==> config.mk <==
export PLATFORM = sky130hd
export DESIGN_NAME = ddr4_dqsw_lvl_ctrl
export DESIGN_NICKNAME = d
export VERILOG_FILES = /design/src/rtl/ddr4_dqsw_lvl_pkg.sv /design/src/rtl/ddr4_dqsw_vote.sv /design/src/rtl/ddr4_dqsw_lvl_ctrl.sv
export SDC_FILE = /design/constraint.sdc
export NUM_CORES = 1
export LEC_CHECK = 0
export BUFFER_PORTS_ARGS = -buffer_cell sky130_fd_sc_hd__buf_2
export CAP_MARGIN = 40
export CORE_UTILIZATION = 55
export CTS_CLUSTER_DIAMETER = 200
export DETAILED_ROUTE_END_ITERATION = 6
export PLACE_DENSITY_LB_ADDON = 0.05
export SYNTH_ARGS = -nofsm -noshare
export SYNTH_HDL_FRONTEND = slang
export SYNTH_SLANG_ARGS = --single-unit
export TNS_END_PERCENT = 10
==> constraint.sdc <==
create_clock -name FAB_CLK -period 1.85 [get_ports FAB_CLK]
set_input_delay 0.37 -clock FAB_CLK [delete_from_list [all_inputs] [get_ports FAB_CLK]]
set_output_delay 0.37 -clock FAB_CLK [all_outputs]
set_load 0.05 [all_outputs]
==> src/rtl/ddr4_dqsw_lvl_pkg.sv <==
// Shared types and strobe encodings for the DQSW write-leveling controller.
package ddr4_dqsw_lvl_pkg;

    typedef enum logic [2:0] {
        ST_IDLE,
        ST_LOAD,
        ST_STROBE,
        ST_SETTLE,
        ST_SAMPLE,
        ST_EVAL,
        ST_MOVE,
        ST_FINISH
    } lvl_state_t;

    localparam logic [1:0] TX_STROBE = 2'b01;
    localparam logic [1:0] TX_OFF    = 2'b00;
    localparam logic [1:0] OE_ON     = 2'b11;
    localparam logic [1:0] OE_OFF    = 2'b00;

endpackage

==> src/rtl/ddr4_dqsw_vote.sv <==
// Majority vote over SAMPLES feedback bits of one tap.
// last/vote are combinational off the counters; counters update on inc, zero on clear.
module ddr4_dqsw_vote #(
    parameter int SAMPLES = 5,
    localparam int CNT_W = $clog2(SAMPLES + 1)
) (
    input  logic FAB_CLK,
    input  logic RESET_N,
    input  logic clear,
    input  logic inc,
    input  logic sample_bit,
    output logic last,
    output logic vote
);

    logic [CNT_W-1:0] ones;
    logic [CNT_W-1:0] samp_cnt;

    always_ff @(posedge FAB_CLK) begin
        if (!RESET_N) begin
            ones     <= '0;
            samp_cnt <= '0;
        end else if (clear) begin
            ones     <= '0;
            samp_cnt <= '0;
        end else if (inc) begin
            ones     <= ones + CNT_W'(sample_bit);
            samp_cnt <= samp_cnt + CNT_W'(1);
        end
    end

    // last looks at the pre-increment count, so it is true while taking the final sample
    assign last = (samp_cnt == CNT_W'(SAMPLES - 1));
    assign vote = (ones > CNT_W'(SAMPLES / 2));

endmodule

==> src/rtl/ddr4_dqsw_lvl_ctrl.sv <==
// Write-leveling sweep for one byte lane's DQSW IOD: finds first 0->1 CK level tap.
// All outputs registered off the current state, so they trail the state by one cycle.
module ddr4_dqsw_lvl_ctrl
    import ddr4_dqsw_lvl_pkg::*;
#(
    parameter int MAX_TAPS      = 128,
    parameter int SETTLE_CYCLES = 8,
    parameter int SAMPLES       = 5,
    localparam int TAP_W = $clog2(MAX_TAPS)
) (
    input  logic             FAB_CLK,
    input  logic             RESET_N,
    input  logic             START,
    output logic             BUSY,
    output logic             DONE,
    output logic             FAIL,
    output logic [TAP_W-1:0] TAP_RESULT,
    output logic             DELAY_LINE_LOAD,
    output logic             DELAY_LINE_MOVE,
    output logic             DELAY_LINE_DIRECTION,
    input  logic             DELAY_LINE_OUT_OF_RANGE,
    output logic             EYE_MONITOR_CLEAR_FLAGS,
    output logic [1:0]       TX_DATA,
    output logic [1:0]       OE_DATA,
    input  logic [1:0]       RX_DATA
);

    localparam int SET_W = $clog2(SETTLE_CYCLES + 1);

    lvl_state_t       state_q, state_d;
    logic [TAP_W-1:0] tap_cnt;
    logic [SET_W-1:0] settle_cnt;
    logic             seen_zero, win;
    logic             vote_clear, vote_inc, vote_last, vote;
    logic             start_acc, settle_done, at_last_tap;
    logic             busy_d, load_d, move_d;
    logic [1:0]       tx_d, oe_d;
    logic             rx_unused;

    assign start_acc   = (state_q == ST_IDLE) && START;
    assign settle_done = (settle_cnt == SET_W'(SETTLE_CYCLES - 1));
    assign at_last_tap = (tap_cnt == TAP_W'(MAX_TAPS - 1));
    assign vote_clear  = (state_q == ST_IDLE) || (state_q == ST_MOVE);
    assign vote_inc    = (state_q == ST_SAMPLE);
    assign rx_unused   = RX_DATA[1];

    ddr4_dqsw_vote #(.SAMPLES(SAMPLES)) u_vote (
        .FAB_CLK    (FAB_CLK),
        .RESET_N    (RESET_N),
        .clear      (vote_clear),
        .inc        (vote_inc),
        .sample_bit (RX_DATA[0]),
        .last       (vote_last),
        .vote       (vote)
    );

    always_ff @(posedge FAB_CLK) begin
        if (!RESET_N) state_q <= ST_IDLE;
        else          state_q <= state_d;
    end

    always_comb begin
        state_d = state_q;
        case (state_q)
            ST_IDLE:   if (START) state_d = ST_LOAD;
            ST_LOAD:   state_d = ST_STROBE;
            ST_STROBE: state_d = ST_SETTLE;
            ST_SETTLE: if (settle_done) state_d = ST_SAMPLE;
            ST_SAMPLE: state_d = vote_last ? ST_EVAL : ST_STROBE;
            // terminal check sits before MOVE, which is what keeps tap_cnt from wrapping
            ST_EVAL: begin
                if (vote && seen_zero)                           state_d = ST_FINISH;
                else if (at_last_tap || DELAY_LINE_OUT_OF_RANGE) state_d = ST_FINISH;
                else                                             state_d = ST_MOVE;
            end
            ST_MOVE:   state_d = ST_STROBE;
            ST_FINISH: state_d = ST_IDLE;
            default:   state_d = ST_IDLE;
        endcase
    end

    always_ff @(posedge FAB_CLK) begin
        if (!RESET_N) begin
            tap_cnt    <= '0;
            settle_cnt <= '0;
            seen_zero  <= 1'b0;
            win        <= 1'b0;
        end else begin
            if (start_acc) begin
                tap_cnt   <= '0;
                seen_zero <= 1'b0;
                win       <= 1'b0;
            end
            if (state_q == ST_SETTLE)
                settle_cnt <= settle_done ? '0 : settle_cnt + SET_W'(1);
            if (state_q == ST_EVAL) begin
                if (vote && seen_zero) win       <= 1'b1;
                else if (!vote)        seen_zero <= 1'b1;
            end
            if (state_q == ST_MOVE)
                tap_cnt <= tap_cnt + TAP_W'(1);
        end
    end

    always_comb begin
        busy_d = (state_q != ST_IDLE) && (state_q != ST_FINISH);
        load_d = (state_q == ST_LOAD);
        move_d = (state_q == ST_MOVE);
        tx_d   = (state_q == ST_STROBE) ? TX_STROBE : TX_OFF;
        oe_d   = (state_q == ST_STROBE) ? OE_ON : OE_OFF;
    end

    always_ff @(posedge FAB_CLK) begin
        if (!RESET_N) begin
            BUSY                    <= 1'b0;
            DONE                    <= 1'b0;
            FAIL                    <= 1'b0;
            TAP_RESULT              <= '0;
            DELAY_LINE_LOAD         <= 1'b0;
            DELAY_LINE_MOVE         <= 1'b0;
            DELAY_LINE_DIRECTION    <= 1'b0;
            EYE_MONITOR_CLEAR_FLAGS <= 1'b0;
            TX_DATA                 <= TX_OFF;
            OE_DATA                 <= OE_OFF;
        end else begin
            BUSY                    <= busy_d;
            DELAY_LINE_LOAD         <= load_d;
            DELAY_LINE_MOVE         <= move_d;
            DELAY_LINE_DIRECTION    <= busy_d;
            EYE_MONITOR_CLEAR_FLAGS <= load_d;
            TX_DATA                 <= tx_d;
            OE_DATA                 <= oe_d;
            // FINISH is the cycle BUSY drops, so DONE/FAIL land on the same edge
            if (start_acc) begin
                DONE       <= 1'b0;
                FAIL       <= 1'b0;
                TAP_RESULT <= '0;
            end else if (state_q == ST_FINISH) begin
                DONE <= win;
                FAIL <= !win;
                if (win) TAP_RESULT <= tap_cnt;
            end
        end
    end

endmodule

==> impl_metrics.ini, run 1 <==
[clock_tree]
cts_tree = built
cts_resized = 0
post-cts-setup-buffers = 0
hold_buffers = 0
clk_pin_slew_ns = 0.11
htree_levels = 2
cts_buffers = 5
cts_num_sinks = 35
clock_latency_ns = 0.35
cts_root_buf = clkbuf_4
clockBufferDepth = 2

[global_route]
track_usage_pct = 20.23
grt_pass1_vias = 1112
grt_max_degree = 28
grt_first_pass_wirelength_um = 4864
overflow = 0
antenna_found_initial = 0

[timing]
finalMaxSlewViolations = 0
hold_viol_final = 0
period_minus_slack_ns = 1.559
slew_headroom_pct = 67.07
setup_viol = 0
rsz0062_at_grt = no
fin_skew_ns = 0.006137
setup_tns_ns = 0
worst_pin_slew_ns = 0.4902
fmax_ghz = 0.6414
fin_crit_sh_pct = 84.27

[placed_design]
port_buffers = 21
hpwl_um = 2071
place_inst = 225
gp_congestion = 0.8014

[yosys]
synth_flop_cell = dfxtp_1
synth_edf_count = 0
yosys-top-cells-area = dfxtp_1 44%, nand2_1 7.0%, ha_1 4.7%
yosys.area.top_type_share_pct = 43.55
netlist_area_um2 = 1609
syn_nets = 197
synth_cells = 185
avgSynthCellArea_um2 = 8.698
synth_warnings = 0
synth_cell_types = 41
seq_area_frac_synth_pct = 43.55
netlist.top_cell.by_area = dfxtp_1
async_flop_share_pct = 0
yosys_register_bits = 35
yosys.cell_count.top_type = dfxtp_1
synthTopCellsByCount = 35 x dfxtp_1, 30 x nand2_1, 10 x a21oi_1, 10 x nor2_1, 8 x nand3_1

[routing]
vias = 1296
drc = 0
dr.pass1.iters = 4
via_per_inst = 5.562
ant_nets = 0
drt_first_iter_violations = 38
wl_per_cell_um = 12.52
wirelength_um = 2916

[layout]
syn2layout_area_growth_pct = 10.89
drive_above_1_share_pct = 18.32
stdcell_count = 233
fin_nets = 213
num_antenna_cells = 0

[worst_setup_path]
worstPathMaxFanout = 11
crit_slowest_cell = or4b_4
crit_type = reg2reg
startpoint_type = register
crit_chain = or4b_4, nand2_1, o22ai_1
cp_data_required_time_ns = 2.08
cp.arrival_ns = 1.79
end_kind = register
crit_path_max_incr_delay_ns = 0.61

[die]
initial_core_util_pct = 58.35
die_area_um2 = 3146
io_pins = 24
die_x_um = 56.09
rows = 19
chipHeight_um = 56.09
core_area_um2 = 2758

[worst_hold_path]
min_path_type = in2reg

[job]
max_cap_violations = 0

[pwr]
power_density_nw_per_um2 = 941.0
p_leak_uw = 0.0007479
ir_drop_mv = 0.9760

[status]
status = complete, no violations
==> through the flow <==
| step | cell area (µm²) | utilization, % | power [µW] | setup slack [ns] | hold WS, ns |
|---|---|---|---|---|---|
| after floorplan | 1609 | - | 984.7 | 0.4559 | 0.4362 |
| after global placement | 1679 | 60.89 | 1002 | 0.3251 | 0.4414 |
| after detailed placement | 1679 | 60.89 | 1005 | 0.2971 | 0.4444 |
| after CTS | 1784 | 64.70 | 1693 | 0.3139 | 0.2960 |
| after global routing | 1784 | 64.70 | 1744 | 0.2349 | 0.3261 |
| final | 1784 | 64.70 | 1679 | 0.2910 | 0.3058 |
==> flip-flops by register name, summed over array words and instances (netlist names) <==
signal                   count
seen_zero                    1
EYE_MONITOR_CLEAR_FLAGS      1
FAIL                         1
win                          1
tap_cnt                      7
OE_DATA                      1
state_q                      3
DONE                         1
settle_cnt                   4
TAP_RESULT                   7
DELAY_LINE_DIRECTION         1
u_vote.ones                  3
u_vote.samp_cnt              3
DELAY_LINE_MOVE              1
==> area by class of cell <==
class	count	area [µm²]
Inverter	4	15.01
Clock buffer	5	37.54
Timing Repair Buffer	24	127.6
Multi-Input combinational cell	131	797.0
Fill cell	249	973.4
Sequential cell	35	700.7
Tap cell	31	38.79
Clock inverter	3	67.56
==> power breakdown <==
part / switching, µW / internal, µW
sequential: 17.8 / 769
combinational: 137 / 64.6
clock: 270 / 420
total: 425 / 1250
==> critical path: cells and delay by family, from the launching register on <==
kind               cells  cell delay, ns
AOI/OAI and AO/OA      1            0.12
and+or+nand+nor        2            0.95
DFF                    1            0.38
==> cells in the final DEF, fill, tap and decap left out, types with 5 or more instances in the layout <==
cell type,instances
a21oi_1,10
a22oi_1,5
buf_2,21
clkbuf_4,5
dfxtp_1,35
ha_1,6
nand2_1,30
nand3_1,8
nor2_1,10
nor2b_1,7
o21ai_0,7
==> path summary, 6_finish.rpt <==
| kind | start | end | slack (ns) | depth (start not counted) |
|---|---|---|---|---|
| worst max-delay path | state_q[2]$_SDFFE_PN0P_ | win$_SDFF_PN0_ | 0.29 | 3 |
| worst min-delay path | DELAY_LINE_OUT_OF_RANGE | state_q[0]$_SDFFE_PN0P_ | 0.31 | 3 |
| worst max register to register | state_q[2]$_SDFFE_PN0P_ | win$_SDFF_PN0_ | 0.29 | 3 |
| worst min register to register | TAP_RESULT[2]$_SDFFE_PP0P_ | TAP_RESULT[2]$_SDFFE_PP0P_ | 0.46 | 2 |
==> cells by family after synthesis <==
logic type | after synthesis | share of synthesized area [%]
AND/OR/NAND/NOR | 78 | 24.81
flip-flops | 35 | 43.55
AO/OA/AOI/OAI | 39 | 15.47
other | 1 | 0.2331
adder cells (fa/ha/maj) | 6 | 4.666
multiplexers | 5 | 3.266
XOR/XNOR | 2 | 1.089
buffers and inverters | 19 | 6.920
==> per-layer routing <==
metal	global-route usage, %	share of wire (%)	vias to the layer above
met2	29.93	43	25
met5	0	0	-
met4	10.10	1.6	0
met1	26.18	51	598
met3	6.977	4.4	7
li1	-	-	666
No activity file was read; power rests on OpenSTA's default activity.
==> inputs of run 2 (changes only) <==
==> constraint.sdc (replaced) <==
create_clock -name FAB_CLK -period 1.65 [get_ports FAB_CLK]
set_input_delay 0.33 -clock FAB_CLK [delete_from_list [all_inputs] [get_ports FAB_CLK]]
set_output_delay 0.33 -clock FAB_CLK [all_outputs]
set_load 0.05 [all_outputs]
==> impl_metrics.ini, run 2 (synthesis gave the netlist of run 1 again) <==
[clock_tree]
clock_latency_ns = 0.34
cts_num_sinks = 35
cts_tree = built
hold_buffers = 0
cts_resized = 0
cts_buffers = 5
htree_levels = 2
clockBufferDepth = 2
post-cts-setup-buffers = 0
clk_pin_slew_ns = 0.11
cts_root_buf = clkbuf_4

[timing]
finalMaxSlewViolations = 0
setup_viol = 0
hold_viol_final = 0
period_minus_slack_ns = 1.494
worst_slack_ns = 0.1559
fin_crit_sh_pct = 90.55
fin_hold_ws_ns = 0.2614
fin_skew_ns = 0.008831
setup_tns_ns = 0
rsz0062_at_grt = no
fmax_ghz = 0.6693

[worst_setup_path]
end_kind = register
worstPathMaxFanout = 11
cp.arrival_ns = 1.72
crit_type = reg2reg
startpoint_type = register
timing.rr.start = state_q[1]$_SDFFE_PN0P_
cp-startpoint = state_q[1]$_SDFFE_PN0P_
cp_data_required_time_ns = 1.88

[job]
max_cap_violations = 0

[global_route]
track_usage_pct = 20.86
overflow = 0
antenna_found_initial = 0
grt_max_degree = 28
grt_pass1_vias = 1184
grt_first_pass_wirelength_um = 5043

[worst_hold_path]
min_path_type = in2reg
min-delay-start = DELAY_LINE_OUT_OF_RANGE

[layout]
syn2layout_area_growth_pct = 9.798
drive_above_1_share_pct = 19.12
reg.largest.list = TAP_RESULT: 7 flops, tap_cnt: 7 flops, settle_cnt: 4 flops
fin_nets = 215
final_cell_mix = 35 x dfxtp_1, 30 x nand2_1, 21 x buf_2
final.fill_count = 230
num_antenna_cells = 0
final_common_cell = dfxtp_1

[routing]
via_per_inst = 5.583
drt_first_iter_violations = 45
wl_per_cell_um = 12.50
ant_nets = 0
drc = 0
wirelength_um = 2937
vias = 1312
dr.pass1.iters = 4

[pwr]
power_density_nw_per_um2 = 934.8
ir_drop_mv = 0.7013
p_leak_uw = 0.0007446

[die]
die_x_um = 56.09
core_area_um2 = 2758
io_pins = 24
rows = 19
die_area_um2 = 3146
initial_core_util_pct = 58.35
chipHeight_um = 56.09

[status]
status = complete, no violations

[placed_design]
hpwl_um = 2054
gp_congestion = 0.7963
port_buffers = 21
pre_cts_ws_ns = 0.1619
run 2: cell count changes in the layout (fill, tap and decap cells not counted):
cell,delta
clkbuf_8,+2
bufinv_16,-2
buf_4,+2
run 2: stage by stage:
stage / total power, µW / cells / instance area [µm²] / utilization, %
global route: 1717 / 235 / 1767 / 64.07
floorplan: 1104 / 185 / 1609 / -
detailed placement: 1133 / 227 / 1694 / 61.43
finish: 1652 / 235 / 1767 / 64.07
CTS: 1659 / 235 / 1767 / 64.07
global placement: 1129 / 227 / 1694 / 61.43
run 2: final timing paths:
kind | end | slack [ns] | cells after the start
setup / recovery | win$_SDFF_PN0_ | 0.16 | 3
hold reg to reg | DONE$_SDFFE_PP0N_ | 0.46 | 2
setup reg to reg | win$_SDFF_PN0_ | 0.16 | 3
hold / removal | state_q[0]$_SDFFE_PN0P_ | 0.26 | 3
run 2: per-layer routing:
metal	part of all wire (%)	track usage, %
met1	49	26.87
met2	44	31.46
met3	5.2	5.116
met5	0	0
met4	2.1	12.54
run 2: final cells by class:
type / count / area (µm²) / share of cell area (%)
multi-input cells: 131 / 797.0 / 45.11
inverters: 4 / 15.01 / 0.8499
flip-flops and latches: 35 / 700.7 / 39.66
clock buffers: 7 / 65.06 / 3.683
clock inverters: 1 / 7.507 / 0.4249
well taps: 31 / 38.79 / 2.195
repair buffers: 26 / 142.6 / 8.074
run 2: critical path: stages, from the launching register on:
cell     delay, ns
dfxtp_1       0.40
or4b_4        0.56
nand2_1       0.32
o22ai_1       0.12
run 2: where the power goes:
part,internal [µW],total (µW),switching (µW)
clock,249,537,288
combinational,78.2,239,160
sequential,862,876,14.1
total,1190,1650,462
